[config.mk]
export PLATFORM = sky130hd
export DESIGN_NAME = clk_divider_multi
export DESIGN_NICKNAME = d
export VERILOG_FILES = /design/src/rtl/clkdiv_pkg.sv /design/src/rtl/clk_div_chan.sv /design/src/rtl/clk_divider_multi.sv
export SDC_FILE = /design/constraint.sdc
export NUM_CORES = 1
export LEC_CHECK = 0
export CORE_MARGIN = 2
export CORE_UTILIZATION = 50
export DETAILED_ROUTE_END_ITERATION = 10
export PLACE_DENSITY_LB_ADDON = 0.08
export REMOVE_ABC_BUFFERS = 1
export SETUP_SLACK_MARGIN = 0.2
export SLEW_MARGIN = 40
export SYNTH_ARGS = -nofsm -noshare
export SYNTH_HDL_FRONTEND = slang
export SYNTH_SLANG_ARGS = --single-unit
[constraint.sdc]
create_clock -name i_clk -period 18.1 [get_ports i_clk]
set_input_delay 1.81 -clock i_clk [delete_from_list [all_inputs] [get_ports i_clk]]
set_output_delay 1.81 -clock i_clk [all_outputs]
set_load 0.005 [all_outputs]
[src/rtl/clkdiv_pkg.sv]
// Shared definitions for the multi-channel clock divider.
//   DefaultHalf : reset half-period loaded into every channel.
//   ch_width()  : channel-index width, max(1, ceil(log2(n))).
package clkdiv_pkg;

  localparam int unsigned DefaultHalf = 3;

  function automatic int unsigned ch_width(input int unsigned n);
    int unsigned w;
    w = 1;
    for (int unsigned i = 1; i < 32; i++) begin
      if ((32'd1 << i) < n) w = i + 1;
    end
    return w;
  endfunction

endpackage

[src/rtl/clk_div_chan.sv]
// One divider channel: 50%-duty divided clock with a programmable half-period.
// Ports:
//   i_clk, i_rst   : system clock, async active-high reset
//   i_en           : run enable; low forces count/clk_div/tick to 0
//   i_wr, i_half   : validated config write for this channel and its value
//   o_clk_div      : registered divided clock
//   o_tick         : one-cycle pulse in the cycle o_clk_div first reads 1
//   o_pend         : a written half-period is waiting for the next boundary
module clk_div_chan
  import clkdiv_pkg::*;
#(
  parameter int unsigned CNT_W        = 16,
  parameter int unsigned DEFAULT_HALF = DefaultHalf
) (
  input  logic             i_clk,
  input  logic             i_rst,
  input  logic             i_en,
  input  logic             i_wr,
  input  logic [CNT_W-1:0] i_half,
  output logic             o_clk_div,
  output logic             o_tick,
  output logic             o_pend
);

  logic [CNT_W-1:0] r_count;
  logic [CNT_W-1:0] r_active;
  logic [CNT_W-1:0] r_shadow;
  logic             r_div;
  logic             r_tick;
  logic             r_pend;
  logic             w_term;
  logic             w_boundary;

  assign w_term = (r_count == r_active - CNT_W'(1));
  // A disabled channel sits at count 0, so it is always at a half-period boundary.
  assign w_boundary = !i_en || w_term;

  always_ff @(posedge i_clk or posedge i_rst) begin
    if (i_rst) begin
      r_count  <= '0;
      r_active <= CNT_W'(DEFAULT_HALF);
      r_shadow <= CNT_W'(DEFAULT_HALF);
      r_div    <= 1'b0;
      r_tick   <= 1'b0;
      r_pend   <= 1'b0;
    end else begin
      if (!i_en) begin
        r_count <= '0;
        r_div   <= 1'b0;
        r_tick  <= 1'b0;
      end else if (w_term) begin
        r_count <= '0;
        r_div   <= ~r_div;
        r_tick  <= ~r_div;  // tick only on the 0->1 toggle
      end else begin
        r_count <= r_count + CNT_W'(1);
        r_tick  <= 1'b0;
      end

      // New half-periods only ever take effect at count 0, so the count can
      // never be stranded above a shrunken half-period.
      if (i_wr) begin
        if (w_boundary) begin
          r_active <= i_half;
          r_pend   <= 1'b0;
        end else begin
          r_shadow <= i_half;
          r_pend   <= 1'b1;
        end
      end else if (r_pend && w_boundary) begin
        r_active <= r_shadow;
        r_pend   <= 1'b0;
      end
    end
  end

  assign o_clk_div = r_div;
  assign o_tick    = r_tick;
  assign o_pend    = r_pend;

endmodule

[src/rtl/clk_divider_multi.sv]
// Multi-channel runtime-programmable clock divider.
// Ports:
//   i_clk, i_rst : system clock, async active-high reset
//   i_en         : per-channel run enable
//   i_cfg_we     : one-cycle config write strobe
//   i_cfg_ch     : target channel of the write
//   i_cfg_half   : new half-period (clk cycles, non-zero)
//   o_cfg_err    : one-cycle pulse after a rejected write (bad channel or zero)
//   o_clk_div    : divided clocks, registered
//   o_tick       : one-cycle pulse when o_clk_div[i] rises
//   o_pend       : channel holds a written value not yet applied
module clk_divider_multi
  import clkdiv_pkg::*;
#(
  parameter int unsigned  NUM_CH       = 4,
  parameter int unsigned  CNT_W        = 16,
  parameter int unsigned  DEFAULT_HALF = DefaultHalf,
  localparam int unsigned CH_W         = ch_width(NUM_CH)
) (
  input  logic              i_clk,
  input  logic              i_rst,
  input  logic [NUM_CH-1:0] i_en,
  input  logic              i_cfg_we,
  input  logic [CH_W-1:0]   i_cfg_ch,
  input  logic [CNT_W-1:0]  i_cfg_half,
  output logic              o_cfg_err,
  output logic [NUM_CH-1:0] o_clk_div,
  output logic [NUM_CH-1:0] o_tick,
  output logic [NUM_CH-1:0] o_pend
);

  logic              w_ch_ok;
  logic              w_half_ok;
  logic              w_cfg_ok;
  logic [NUM_CH-1:0] w_wr;
  logic              r_cfg_err;

  // Extra MSB so a NUM_CH that is an exact power of two still compares correctly.
  assign w_ch_ok   = ({1'b0, i_cfg_ch} < (CH_W + 1)'(NUM_CH));
  assign w_half_ok = (i_cfg_half != '0);
  assign w_cfg_ok  = i_cfg_we && w_ch_ok && w_half_ok;

  always_ff @(posedge i_clk or posedge i_rst) begin
    if (i_rst) begin
      r_cfg_err <= 1'b0;
    end else begin
      r_cfg_err <= i_cfg_we && !(w_ch_ok && w_half_ok);
    end
  end

  assign o_cfg_err = r_cfg_err;

  for (genvar g = 0; g < NUM_CH; g++) begin : g_chan
    assign w_wr[g] = w_cfg_ok && (i_cfg_ch == CH_W'(g));

    clk_div_chan #(
      .CNT_W       (CNT_W),
      .DEFAULT_HALF(DEFAULT_HALF)
    ) u_chan (
      .i_clk    (i_clk),
      .i_rst    (i_rst),
      .i_en     (i_en[g]),
      .i_wr     (w_wr[g]),
      .i_half   (i_cfg_half),
      .o_clk_div(o_clk_div[g]),
      .o_tick   (o_tick[g]),
      .o_pend   (o_pend[g])
    );
  end

endmodule
======== Yosys cells after proc, flatten, opt, wreduce, memory -nomap -nowiden ========
Cells that the tools add are included.
storage, ports and cells
  logic and storage cells ................. 137
  output and inout port bits .............. 13
  register bits after elaboration ......... 205
  input bits .............................. 25
operators by class
  add/subtract/negate cells ............... 8
  mux-type cells .......................... 48
  equality and inequality tests ........... 15
  reduce and logical (&&, ||, !) cells .... 33
  bitwise operators ....................... 8
operators with widths
  cell                     count
  $mux W16                 20
  $add A16 B1 Y16 const B  4
  $eq A16 B16 Y1           4
  $sub A16 B1 Y16 const B  4
  $mux W1                  28
  $reduce_and A2 Y1        8
  $reduce_bool A16 Y1      1
  $logic_and A1 B1 Y1      10
  $ne A2 B1 Y1 const B     4
  $ne A2 B2 Y1 const B     4
  $not A1 Y1               8
  $reduce_bool A2 Y1       4
  $logic_not A1 Y1         5
  $eq A2 B2 Y1 const B     2
  $logic_or A1 B1 Y1       4
  $eq A2 B1 Y1 const B     1
  $logic_not A2 Y1         1

======== Longest topological paths before layout ========
  depth in word-level cells ............... 6
  depth in mapped cells ................... 14
  mapped depth without buffers ............ 10

======== Hierarchy ========
Synthesis repeated with hierarchy kept, for this count alone.
unflattened totals
  cell total of the unflattened synthesis .. 1,455
  area, all modules ....................... 13,581.8 um2
by module, submodules not included
  module                               cells each  instances  area each (um2)
  clk_div_chan (g_chan[0].u_chan ...)  357         3          3,319.4
  clk_div_chan (g_chan[3].u_chan)      371         1          3,512.1
  clk_divider_multi                    13          1          111.4

======== Worst setup path before layout ========
OpenSTA, ideal clock, no wires.
  kind .................................... input port to flip-flop
  start ................................... in i_cfg_half[10]
  end ..................................... reg g_chan[1].u_chan.r_shadow[2]
  arrival ................................. 3,725 ps
  stages on the path ...................... 10
  path buffers ............................ 3
  path slack .............................. 14,250 ps
  setup time .............................. 125 ps
  cells stage by stage .................... clkbuf_1 nor4_1 nand4_1 and2_1 nor2b_1 and2_1 clkbuf_1 nand2_1 buf_4 mux2_2
between the ends
  longest elaborated chain between the ends .. 4
RTL lines
  element                             RTL line                 source
  from (decl)                         clk_divider_multi.sv:25  input logic [CNT_W-1:0] i_cfg_half,
  $reduce_bool A16 Y1                 clk_divider_multi.sv:40  assign w_half_ok = (i_cfg_half != '0);
  $logic_and A1 B1 Y1                 clk_divider_multi.sv:41  assign w_cfg_ok = i_cfg_we && w_ch_ok && w_half_ok;
  $logic_and A1 B1 Y1                 clk_divider_multi.sv:54  assign w_wr[g] = w_cfg_ok && (i_cfg_ch == CH_W'(g));
  $reduce_and A2 Y1 (no source line)  n/a
  to (signal assigned)                clk_div_chan.sv:42       r_shadow <= CNT_W'(DEFAULT_HALF);
  to (signal assigned)                clk_div_chan.sv:67       r_shadow <= i_half;
  to (decl)                           clk_div_chan.sv:27       logic [CNT_W-1:0] r_shadow;
Every way passes these cells.
A chain may end at the register's enable or synchronous reset.

======== Final worst setup path ========
  start ................................... in i_cfg_half[2]
  end ..................................... reg g_chan[0].u_chan.r_shadow[11]
between the ends
  longest elaborated chain between the ends .. 4
RTL lines
  element                             RTL line
  $reduce_bool A16 Y1                 clk_divider_multi.sv:40
  $logic_and A1 B1 Y1                 clk_divider_multi.sv:41
  $logic_and A1 B1 Y1                 clk_divider_multi.sv:54
  $reduce_and A2 Y1 (no source line)  n/a
  to (signal assigned)                clk_div_chan.sv:42
  to (signal assigned)                clk_div_chan.sv:67
  to (decl)                           clk_div_chan.sv:27
Every way passes these cells.

==> run metrics <==
GPL Wtd Cong 0.833; switch share 0.294; critical path type in2reg; Final Skew 0.0169 ns; Least-Margin Pin Slew 0.745 ns; Yosys cell types 82; Mapped Cells 1,103; Cells on Worst Hold Path 1; Sum Neg Setup Slack 0 ns; Reg clk slew, reported paths approximately 0.06 ns; first-pass GRT wire length ~42,000 µm; slowest stage cell, crit path or2_1; Clk pwr share 0.357; synthesized area per cell 10.3 µm²; Vias/cell 5.79; top post-synthesis cells by count dfrtp_1, nor2_1, xnor2_1; initial antenna violation count 0; die area 0.0241 mm²; static leakage 5.18 nW; hpwl dp 17,000 µm; drt first pass iters 4; Power Density 110 mW/mm²; Tot GR Track Use 0.214; Seq pwr share 0.443; sequential share of the synthesized area 0.451; Ports 38; switching pwr 0.000408 W; Final ANT Viol Nets 0; Largest stage delay, worst path 0.65 ns; R2R depth 11; CP Max Fanout 35; top-area cell type share of the netlist area 0.414; cts repair resizes 0; Port Buffer Count 37; layout cell share with drive strength beyond 1 0.132; post-route clock period utilization 0.244; crit path time final 4.42 ns; area leader, netlist dfrtp_1; largest net degree at the start of global routing 144; Critical Path RT 18.51 ns; hold buffers post-CTS 0; Avg WL per Cell 18.0 µm; Final Max Slew Viols 0; CTS tree yes; async set-reset flop share out of synthesis 1.00; DR DRC count 0; unrepaired setup endpoints after global routing false; worst relative slew slack 0.499; WL final 25,100 µm; max cap viols 0; Peak Freq 226 MHz; TritonCTS buffer count 24; Max H-tree Level 1; vias in the first global route 8,052; final instance area 0.0127 mm²; Final Hold Viols 0; initial drt markers 390; status finished clean; final setup vio count 0; global route overflow 0; Mapped Area 0.0114 mm²; Post-DP Area 0.0118 mm²; Max clock buf depth 3; path type of the worst min-delay path reg2reg; clock root buffer clkbuf_16; most common cell in the netlist dfrtp_1; Layout area overhead 10.9%; total number of vias 8,088; CP arrival about 4.8 ns; Antenna Cells 0; Row Count 55; die outline width around 160 µm; Core Region 0.0225 mm²; Internal 0.000982 W; main flop type after synthesis dfrtp_1; Gate power share 0.199; top cells by area, synth dfrtp_1, xnor2_1, xor2_1; Critical Path Start Type input pin; clk sink count around 210; Synth warnings 0; worst path cell trace clkdlybuf4s50_1 -> nor4_1 -> nand4_1 -> and2_1 -> nor2b_1 -> nand2b_1 -> buf_4 -> or2_1 -> mux2_2; Critical Path End Type flop; maximum vdd drop ~0.08 mV; postcts setup bufs 0; die height 155 µm; clk_lat worst skew between 0.5 and 0.6 ns; Initial Util 0.507; Post-synth EDFFs 0; Synth Register Bits 205; Final nets 1,126
-- cells in the final DEF (no fill, tap or decap), types with 10 or more instances in the layout --
cell type / netlist / final
nor3_1: 18 / 18
o22ai_1: 17 / 17
mux2_4: 10 / 10
clkbuf_16: 0 / 25
xor2_1: 64 / 64
o2bb2ai_1: 33 / 33
dfstp_2: 16 / 16
mux2_2: 36 / 36
inv_1: 24 / 23
o21ai_0: 25 / 25
dfrtp_1: 189 / 189
nand4_1: 11 / 11
clkdlybuf4s50_1: 0 / 37
nand3_1: 53 / 53
nand2_1: 42 / 42
mux2_1: 20 / 20
a2bb2oi_1: 20 / 20
nand3b_1: 21 / 21
nor4_1: 17 / 17
xnor2_1: 72 / 72
and3_1: 39 / 39
a2bb2oi_2: 10 / 10
a22oi_1: 16 / 16
nor2_1: 105 / 105
a21oi_1: 26 / 26
-- layout make-up --
cell class	count	area, µm²
Timing Repair Buffer	47	469
Multi-Input combinational cell	791	5760
Clock inverter	10	113
Sequential cell	205	5150
Clock buffer	34	709
Tap cell	285	357
Inverter	24	103
Fill cell	1956	9840
-- kinds of logic after synthesis --
family	Yosys count	share of synthesized area
XOR/XNOR	136	0.104
flip-flops	205	0.451
adder cells (fa/ha/maj)	9	0.00965
multiplexers	72	0.0737
AND/OR/NAND/NOR	374	0.179
AO/OA/AOI/OAI	200	0.138
buffers and inverters	107	0.0446
-- power by group through the flow --
| stage | Sequential [W] | Combinational [W] | Clock (W) |
|---|---|---|---|
| floorplan | 0.000598 | 0.000224 | 0 |
| global placement | 0.000621 | 0.000272 | 0 |
| detailed placement | 0.000621 | 0.000277 | 0 |
| CTS | 0.000615 | 0.000278 | 0.000509 |
| global route | 0.000628 | 0.000311 | 0.000527 |
| finish | 0.000616 | 0.000277 | 0.000496 |
-- flip-flops by register name, summed over array words and instances, names as in the netlist --
register / flops
g_chan.u_chan.r_active: 64
g_chan.u_chan.o_tick: 4
g_chan.u_chan.r_shadow: 64
o_cfg_err: 1
g_chan.u_chan.o_clk_div: 4
g_chan.u_chan.r_count: 64
g_chan.u_chan.o_pend: 4
-- worst max-delay path: cells and delay by family --
kind                   cells  cell delay [ns]
AND/OR/NAND/NOR            6             1.68
buffers and inverters      2             0.90
multiplexers               1             0.41
-- metal layers --
metal,wire length (µm),track usage,up-vias
li1,-,-,3947
met1,11800,0.294,3985
met2,11800,0.351,102
met3,639,0.0290,54
met4,823,0.0745,0
met5,0,0,-
-- final timing paths --
check | from | to | slack [ns]
setup reg to reg | g_chan[0].u_chan.r_active[0]$_DFFE_PP1P_ | g_chan[0].u_chan.r_active[0]$_DFFE_PP1P_ | 14.13
min in group asynchronous | i_rst | g_chan[3].u_chan.r_shadow[6]$_DFFE_PP0P_ | 1.72
setup / recovery | i_cfg_half[2] | g_chan[0].u_chan.r_shadow[11]$_DFFE_PP0P_ | 13.68
hold reg to reg | g_chan[1].u_chan.o_clk_div$_DFFE_PP0P_ | g_chan[1].u_chan.o_tick$_DFF_PP0_ | 0.48
max in group asynchronous | i_rst | g_chan[1].u_chan.r_count[15]$_DFF_PP0_ | 15.08
hold / removal | g_chan[1].u_chan.o_clk_div$_DFFE_PP0P_ | g_chan[1].u_chan.o_tick$_DFF_PP0_ | 0.48
-- through the flow --
stage | setup WS [ns] | hold WS, ns | total power (W) | cells | utilization
after floorplan | 10.72 | 0.455 | 0.000822 | 1020 | -
after global placement | 13.11 | 0.464 | 0.000893 | 1351 | 0.524
after detailed placement | 13.15 | 0.476 | 0.000898 | 1351 | 0.524
after CTS | 13.70 | 0.488 | 0.00140 | 1395 | 0.561
after global routing | 13.49 | 0.498 | 0.00147 | 1396 | 0.563
final | 13.68 | 0.480 | 0.00139 | 1396 | 0.563
Note: power is estimated with default switching activity, not from simulation.
